==> src/rtl/fp32_mult_exp_pack.sv <==
// -----------------------------------------------------------------------------
// fp32_mult_exp_pack
//
// Back end of the FOIL approximate FP32 multiplier. Takes the raw operands plus
// the mantissa stage's `normalised` carry and rounded 23-bit fraction. Works out
// the sign, the biased exponent and the special cases, then packs an IEEE-754
// single-precision result with exception flags.
//
// There are two register stages behind a valid/ready handshake:
//   S1 : sign, operand class bits, signed exponent, fraction
//   S2 : packed result and flags (these drive the output ports directly)
//
// Ports
//   clk, rst_n        : clock, asynchronous active-low reset
//   in_valid/in_ready : input handshake (transfer on in_valid & in_ready)
//   a, b              : IEEE-754 single operands
//   normalised        : product >= 2.0 from mantissa stage (exponent + 1)
//   product_mantissa  : rounded fraction, used unchanged
//   out_valid/out_ready : output handshake (transfer on out_valid & out_ready)
//   result            : packed product
//   flags             : {invalid, overflow, underflow}
// -----------------------------------------------------------------------------
module fp32_mult_exp_pack #(
    parameter int BIAS = 127
) (
    input  logic        clk,
    input  logic        rst_n,
    input  logic        in_valid,
    output logic        in_ready,
    input  logic [31:0] a,
    input  logic [31:0] b,
    input  logic        normalised,
    input  logic [22:0] product_mantissa,
    output logic        out_valid,
    input  logic        out_ready,
    output logic [31:0] result,
    output logic [2:0]  flags
);

    localparam logic [9:0]  BIAS_W     = 10'(BIAS);
    localparam logic [31:0] QNAN       = 32'h7FC0_0000;
    localparam logic [2:0]  FLAG_INV   = 3'b100;
    localparam logic [2:0]  FLAG_OVF   = 3'b010;
    localparam logic [2:0]  FLAG_UNF   = 3'b001;

    // Everything the pack stage needs, captured at the input handshake.
    typedef struct packed {
        logic        sign;
        logic        any_nan;
        logic        any_inf;
        logic        any_zero;   // zero or denormal (flushed to zero)
        logic [9:0]  exp;        // two's complement, read as signed
        logic [22:0] mant;
    } s1_t;

    // ------------------------------------------------------------------
    // Handshake: each stage may advance when the stage after it can take
    // data. in_ready depends only on out_ready and the valid bits, so the
    // producer never sees a combinational loop through in_valid.
    // ------------------------------------------------------------------
    logic s1_valid;
    logic s2_valid;
    logic adv1;
    logic adv2;

    assign adv2     = ~s2_valid | out_ready;
    assign adv1     = ~s1_valid | adv2;
    assign in_ready = adv1;

    // ------------------------------------------------------------------
    // Input decode: operand classes, sign and the unbiased-sum exponent.
    // ------------------------------------------------------------------
    logic [7:0]  a_exp;
    logic [7:0]  b_exp;
    logic [22:0] a_frac;
    logic [22:0] b_frac;
    logic        a_zero;
    logic        b_zero;
    logic        a_inf;
    logic        b_inf;
    logic        a_nan;
    logic        b_nan;
    s1_t         s1_next;

    assign a_exp  = a[30:23];
    assign b_exp  = b[30:23];
    assign a_frac = a[22:0];
    assign b_frac = b[22:0];

    assign a_zero = (a_exp == 8'h00);
    assign b_zero = (b_exp == 8'h00);
    assign a_inf  = (a_exp == 8'hFF) && (a_frac == 23'd0);
    assign b_inf  = (b_exp == 8'hFF) && (b_frac == 23'd0);
    assign a_nan  = (a_exp == 8'hFF) && (a_frac != 23'd0);
    assign b_nan  = (b_exp == 8'hFF) && (b_frac != 23'd0);

    // 10 bits hold every case: the sum ranges from -127 up to 384 for the
    // default bias, and wraps cleanly in two's complement below zero.
    assign s1_next.sign     = a[31] ^ b[31];
    assign s1_next.any_nan  = a_nan | b_nan;
    assign s1_next.any_inf  = a_inf | b_inf;
    assign s1_next.any_zero = a_zero | b_zero;
    assign s1_next.exp      = {2'b00, a_exp} + {2'b00, b_exp}
                            + {9'd0, normalised} - BIAS_W;
    assign s1_next.mant     = product_mantissa;

    // ------------------------------------------------------------------
    // Stage 1 registers
    // ------------------------------------------------------------------
    s1_t s1_q;

    // NOTE: state registers use non-blocking (<=) so every flop samples the
    // pre-edge value of its neighbours regardless of statement order.
    always_ff @(posedge clk or negedge rst_n) begin
        if (!rst_n) begin
            s1_valid <= 1'b0;
        end else if (adv1) begin
            s1_valid <= in_valid;
        end
    end

    // NOTE: data registers are reset as well so nothing X-valued can leak
    // out; only the valid bits carry meaning about occupancy.
    always_ff @(posedge clk or negedge rst_n) begin
        if (!rst_n) begin
            s1_q <= '0;
        end else if (adv1 && in_valid) begin
            s1_q <= s1_next;
        end
    end

    // ------------------------------------------------------------------
    // Pack: priority-ordered special cases, then the normal result.
    // ------------------------------------------------------------------
    logic signed [9:0] s1_exp;
    logic              s1_invalid;
    logic [31:0]       pack_result;
    logic [2:0]        pack_flags;

    assign s1_exp     = s1_q.exp;
    assign s1_invalid = s1_q.any_nan | (s1_q.any_inf & s1_q.any_zero);

    // NOTE: both outputs get a default before the if-chain so no path
    // leaves them unassigned, which would infer a latch.
    always_comb begin
        pack_result = {s1_q.sign, s1_exp[7:0], s1_q.mant};
        pack_flags  = 3'b000;
        if (s1_invalid) begin
            pack_result = QNAN;
            pack_flags  = FLAG_INV;
        end else if (s1_q.any_inf) begin
            pack_result = {s1_q.sign, 8'hFF, 23'd0};
        end else if (s1_q.any_zero) begin
            pack_result = {s1_q.sign, 31'd0};
        end else if (s1_exp >= 10'sd255) begin
            pack_result = {s1_q.sign, 8'hFF, 23'd0};
            pack_flags  = FLAG_OVF;
        end else if (s1_exp <= 10'sd0) begin
            // Flush to zero: no subnormal results are produced.
            pack_result = {s1_q.sign, 31'd0};
            pack_flags  = FLAG_UNF;
        end
    end

    // ------------------------------------------------------------------
    // Stage 2 registers; these are the output ports.
    // ------------------------------------------------------------------
    always_ff @(posedge clk or negedge rst_n) begin
        if (!rst_n) begin
            s2_valid <= 1'b0;
        end else if (adv2) begin
            s2_valid <= s1_valid;
        end
    end

    // Hold the data when S1 is empty; the contents are don't-care then and
    // holding avoids needless toggling on the output bus.
    always_ff @(posedge clk or negedge rst_n) begin
        if (!rst_n) begin
            result <= 32'h0;
            flags  <= 3'b000;
        end else if (adv2 && s1_valid) begin
            result <= pack_result;
            flags  <= pack_flags;
        end
    end

    assign out_valid = s2_valid;

endmodule

==> config.mk <==
export PLATFORM = sky130hd
export DESIGN_NAME = fp32_mult_exp_pack
export DESIGN_NICKNAME = d
export VERILOG_FILES = /design/src/rtl/fp32_mult_exp_pack.sv
export SDC_FILE = /design/constraint.sdc
export NUM_CORES = 1
export LEC_CHECK = 0
export ABC_AREA = 1
export CORE_MARGIN = 2
export CORE_UTILIZATION = 47
export CTS_BUF_LIST = sky130_fd_sc_hd__clkbuf_4
export CTS_CLUSTER_SIZE = 20
export DETAILED_ROUTE_END_ITERATION = 10
export PLACE_DENSITY = 0.85
export SYNTH_ARGS = -nofsm -noshare
export SYNTH_HDL_FRONTEND = slang
export SYNTH_SLANG_ARGS = --single-unit
==> constraint.sdc <==
create_clock -name clk -period 1.65 [get_ports clk]
set_input_delay 0.495 -clock clk [delete_from_list [all_inputs] [get_ports clk]]
set_output_delay 0.495 -clock clk [all_outputs]
set_load 0.02 [all_outputs]
# == After elaboration in Yosys (flattened, before gate mapping) ==
# Cells that the tools add are included.
# Widths: inputs -> output; s select.
# word_totals
output_inout_bits,37
inputBits,92
regBits,74
# classes
eq_ne,2
bitwise,10
reduce_logical,12
magnitude_cmp,2
muxes,10
n_addsub,3
# ops
op,n
$mux 31,4
$logic_not 23->1,2
$reduce_bool 23->1,2
$mux 32,1
$eq 8x8->1 const B,2
$logic_not 8->1,2
$add 9x1->10,1
$ge 10x9->1 const B,1
$le 10x1->1 const B,1
$sub 10x7->10 const B,1
$add 8x8->9,1
$logic_and 1x1->1,6
$mux 2,3
$or 1x1->1,6
$mux 3,1
$not 1->1,2
$and 1x1->1,1
$mux 1,1
$xor 1x1->1,1

# == Depth between registers and ports, before layout ==
# logic_depth
ltp_word,6
mapped_depth,14

# == Least setup slack after synthesis ==
# Ideal clock, no wire load.
# synth_path
kind,input to register
start,input port a[23]
end,register s1_q (netlist bit s1_exp[8])
arrival_ps,1886
setup_slack_ps,-353
cell_stages,14
setup_time_ps,117
path_buffers,0
cell_sequence,inv_1 ha_1 inv_1 ha_1 inv_1 fa_1 inv_1 nand3_1 nand2_1 nand2_1 nand2_1 nand2_1 nand3_1 nand2_1
# synth_between
elab_chain_cells,3
# synth_rtl
item,line,rtl
from (decl),30,"input logic [31:0] a,"
$add 8x8->9,103,"assign s1_next.exp = {2'b00, a_exp} + {2'b00, b_exp}"
$add 9x1->10,104,"+ {9'd0, normalised} - BIAS_W;"
$sub 10x7->10,104,
to (signal assigned),128,s1_q <= s1_next;
to (decl),110,s1_t s1_q;
# No other way between the ends.
# A chain may end at the register's enable or synchronous reset.

# == Worst setup path in the final report ==
# Same ends and word-level chain as after synthesis.

==> reports/metrics.sh <==
GRT_START_MAX_NET_PINS=27
FP.DIEAREA_MM2=0.00889
DRT_ITER0_DRC=159
SYNTH_TOP_AREA_FRAC=0.483
WORST_HOLD_PATH.NUM_CELLS=4
PIN_COUNT=129
TOTAL_POWER_mW=6.08
DRC=0
DRV.MAX_CAP_VIOLATION_COUNT=0
CTSHTREEMAXLEVEL=3
MOST_AREA_HUNGRY_CELL_TYPE_IN_THE_YOSYS_NETLIST='sky130_fd_sc_hd__dfrtp_1'
FIRSTDRTPASSITERS=4
TNS_NS=0
TIMING.CRITICAL_PATH.ARRIVAL_NS=1.93
DETAIL_ROUTE.WL_PER_CELL_UM=13.9
YOSYS.CELL_COUNT.TOP_TYPE='sky130_fd_sc_hd__nand2_1'
PLACE_HPWL_UM=7950
POST_SYNTH_AND_OR_NAND_NOR_AREA_FRACTION=0.306
TIMING.CRITICAL_PATH.FROM_TYPE='input port'
YOSYS-MUX-AREA-FRACTION=0
FMAX_MHz=614
SYNTH_SEQ_CELLS=74
TIMING.REG2REG.WORST_PATH_DEPTH=7
SYNTH_EDF_COUNT=0
GRT_FIRST_PASS_WIRELENGTH_UM=17600
WORST_PIN_SLEW_NS=0.395
TRITONCTS='yes'
STATUS='finished, final reports clean'
RSZ0062_AT_GRT='yes'
SYNTHARSTFLOPSHARE=1.00
PATH_CLASS='input port to register'
PLACEDCELLCOUNT=747
INITIAL_ANTENNA_VIOLATION_COUNT=0
FP-ROW-COUNT=32
GRT_USAGE=0.255
YOSYS-TOP-CELLS-AREA='sky130_fd_sc_hd__dfrtp_1 48%, sky130_fd_sc_hd__nand2_1 20%, sky130_fd_sc_hd__nor2_1 5.3%, sky130_fd_sc_hd__ha_1 5.2%, sky130_fd_sc_hd__o21ai_2 4.6%'
YS_SEQ_AREA_FRAC=0.483
POSTSYNTH.TOPFLOPCELL='sky130_fd_sc_hd__dfrtp_1'
FINISH.NET_COUNT=768
TRITONCTS_NUM_SINKS=74
NUMBER_OF_ROUTED_NETS_WITH_ANTENNA_VIOLATIONS=0
FINALCLOCKSKEW_NS=0.0222
INITIAL_CORE_UTIL=0.491
TOTAL_POWER_DENSITY_PER_CELL_AREA_mW_PER_MM2=1040
COMBINATIONAL_FAMILY_WITH_THE_MOST_AREA_AFTER_SYNTHESIS='simple AND/OR/NAND/NOR gates'
SYNTH_FA_HA_AREA_FRAC=0.0575
SYNTH_COMPOUND_AREA_FRAC=0.0993
NUM_VIAS=3854
WORSTHOLDPATHTYPE='input port to register'
CLK-INSERTION-DELAY-LATE_NS=0.42
AREAGROWTHSYNTHTOFINISH_PCT=53.2
SYNTH_XOR_XNOR_AREA_SHARE=0.00686
DIE_W_UM=94.3
VIA_COUNT_OF_THE_FIRST_GLOBAL_ROUTING_PASS=4002
CP-END-KIND='register'
REPORT.FINAL.HOLD_VIOL_COUNT=0
CORE_REGION_AREA_MM2=0.00781
FINISH.INSTANCE_AREA_MM2=0.00587
CTSROOTBUFFERMASTER='sky130_fd_sc_hd__clkbuf_4'
POSTPLACECELLAREA_MM2=0.00570
SYN-CELL-AREA_MM2=0.00383
POSTSYNTHCELLCOUNT=482
AVERAGE_VIA_COUNT_PER_STANDARD_CELL=5.03
PEAKVDDDROP_uV=445
WORSTPATHREQUIRED_NS=1.95
PORT_BUFFERS=128
FIN_CELLS=766
POWER_LEAKAGE_nW=2.89
SYNTHDISTINCTLIBCELLS=31
CTS_MAX_PATH_BUFFERS=2
ANTENNA_CELLS_INSERTED=0
CTS-BUFFERS-INSERTED=9
MAXSLEWVIOLCOUNT=0
SYNTH_FP_NETS=591
DIE_H_UM=94.3
PLACE_CONGESTION=0.822
POST_SYNTH_MOST_FREQUENT_CELLS='201 x sky130_fd_sc_hd__nand2_1, 74 x sky130_fd_sc_hd__dfrtp_1, 54 x sky130_fd_sc_hd__nor2_1, 25 x sky130_fd_sc_hd__inv_1, 20 x sky130_fd_sc_hd__o21ai_2'
GLOBALROUTE.TOTALOVERFLOW=0
MEAN_INSTANCE_SIZE_IN_THE_SYNTHESIZED_NETLIST_UM2=7.95
CLKTRANSATPATHREGS_NS=0.11
YOSYSWARNINGCOUNT=0
WL_UM=10700
MIN_PERIOD_OVER_PERIOD=0.986
WORSTPATHMAXFANOUT=3
FINALSETUPVIOLATIONS=0
WORST_SLEW_MARGIN_REL=0.736
RATIO_OF_CELLS_WITH_DRIVE_ABOVE_1_IN_THE_FINAL_LAYOUT=0.256
FINAL_PERIOD_MINUS_WORST_SETUP_SLACK_NS=1.63
==> critical path, cell delays in order <==
cell,delay [ns]
sky130_fd_sc_hd__buf_8,0.10
sky130_fd_sc_hd__inv_4,0.05
sky130_fd_sc_hd__ha_4,0.20
sky130_fd_sc_hd__inv_4,0.05
sky130_fd_sc_hd__ha_4,0.14
sky130_fd_sc_hd__inv_4,0.04
sky130_fd_sc_hd__fa_2,0.38
sky130_fd_sc_hd__inv_2,0.07
sky130_fd_sc_hd__nand3_2,0.06
sky130_fd_sc_hd__nand2_2,0.08
sky130_fd_sc_hd__nand2_2,0.06
sky130_fd_sc_hd__nand2_1,0.05
sky130_fd_sc_hd__nand2_1,0.04
sky130_fd_sc_hd__nand3_1,0.06
sky130_fd_sc_hd__nand2_1,0.05
==> layout make-up <==
cell class                 count  area (um2)
clock buffer                  10        75.1
clock inverter                 6        90.1
fill                         611        1940
inverter                      27         121
multi-input combinational    367        2060
sequential                    74        1850
tap                          102         128
timing repair buffer         180        1550
==> metrics by stage <==
stage               utilization  hold slack, ns  worst slack (ns)
finish                    0.752           0.465            0.0226
global route              0.752           0.467           -0.0410
CTS                       0.761           0.490          0.000242
detailed placement        0.731           0.425            -0.977
global placement          0.731           0.418            -0.919
floorplan                     -           0.199            -0.231
==> cell usage in the layout (no fill, tap or decap), types with 2 or more instances in the layout <==
cell type | synthesis | routed
sky130_fd_sc_hd__a21oi_2 | 1 | 4
sky130_fd_sc_hd__nand4_1 | 8 | 8
sky130_fd_sc_hd__dlygate4sd2_1 | 0 | 12
sky130_fd_sc_hd__o21ai_2 | 20 | 20
sky130_fd_sc_hd__a21oi_1 | 17 | 13
sky130_fd_sc_hd__dfrtp_1 | 74 | 73
sky130_fd_sc_hd__a21o_1 | 2 | 2
sky130_fd_sc_hd__buf_12 | 0 | 3
sky130_fd_sc_hd__clkdlybuf4s15_2 | 0 | 3
sky130_fd_sc_hd__clkinv_1 | 2 | 2
sky130_fd_sc_hd__nor4_1 | 4 | 4
sky130_fd_sc_hd__clkbuf_4 | 0 | 10
sky130_fd_sc_hd__ha_1 | 16 | 2
sky130_fd_sc_hd__nor2_2 | 0 | 2
sky130_fd_sc_hd__a21oi_4 | 0 | 2
sky130_fd_sc_hd__o21ai_1 | 1 | 4
sky130_fd_sc_hd__buf_4 | 0 | 49
sky130_fd_sc_hd__inv_4 | 0 | 3
sky130_fd_sc_hd__nand2_2 | 1 | 5
sky130_fd_sc_hd__nand2_1 | 201 | 197
sky130_fd_sc_hd__inv_2 | 0 | 2
sky130_fd_sc_hd__o21ai_0 | 12 | 9
sky130_fd_sc_hd__ha_4 | 0 | 14
sky130_fd_sc_hd__nor2_1 | 54 | 52
sky130_fd_sc_hd__bufinv_16 | 0 | 2
sky130_fd_sc_hd__clkbuf_2 | 0 | 32
sky130_fd_sc_hd__nand3_1 | 16 | 13
sky130_fd_sc_hd__buf_6 | 2 | 3
sky130_fd_sc_hd__clkdlybuf4s50_1 | 0 | 72
sky130_fd_sc_hd__inv_1 | 25 | 19
sky130_fd_sc_hd__clkdlybuf4s15_1 | 0 | 4
sky130_fd_sc_hd__nand3_2 | 0 | 3
==> kinds of logic (layout without fill, tap and decap cells) <==
| group | Yosys count | in the layout |
|---|---|---|
| AOI/OAI and AO/OA | 57 | 58 |
| xor gates and xnor gates | 3 | 3 |
| adders and majority gates | 17 | 17 |
| buffers and inverters | 42 | 223 |
| DFF | 74 | 74 |
| and+or+nand+nor | 289 | 289 |
==> per-layer routing <==
metal  vias to the layer above  global-route usage  routed length, um  share of wire
met3                        18              0.0465                658          0.062
met4                         0              0.0942                238          0.022
met1                      1775               0.293               4130           0.39
li1                       1906                   -                  -              -
met2                       155               0.468               5630           0.53
met5                         -                   0                  0              0
==> where the power goes <==
group          internal [mW]  total [mW]  switching [mW]
Clock                  0.637        1.28           0.643
Sequential              2.20        2.43           0.231
Combinational           1.04        2.37            1.33
==> flip-flops by register name (all words and copies together) (netlist names) <==
name and cells:
result 32, s1_q 27, s1_exp 10, flags 3, out_valid 1, s1_valid 1
==> final timing paths <==
path                       startpoint    endpoint  slack, ns
setup / recovery                a[23]   s1_exp[8]       0.02
hold / removal                  a[27]    s1_q[33]       0.46
setup reg to reg            out_valid   result[4]       0.11
hold reg to reg               s1_q[1]     s1_q[1]       0.49
max in group asynchronous       rst_n   result[4]       0.67
min in group asynchronous       rst_n  result[13]       0.51
==> repair_timing <==
item,4_1_cts,5_1_grt
cloned,0,1
setup buffers,0,1
setup endpoints to repair,70,41
pin swaps,10,8
resized for setup,114,60
hold endpoints to repair,22,0
hold buffers,1,0
Note: power is estimated with default switching activity, not from simulation.
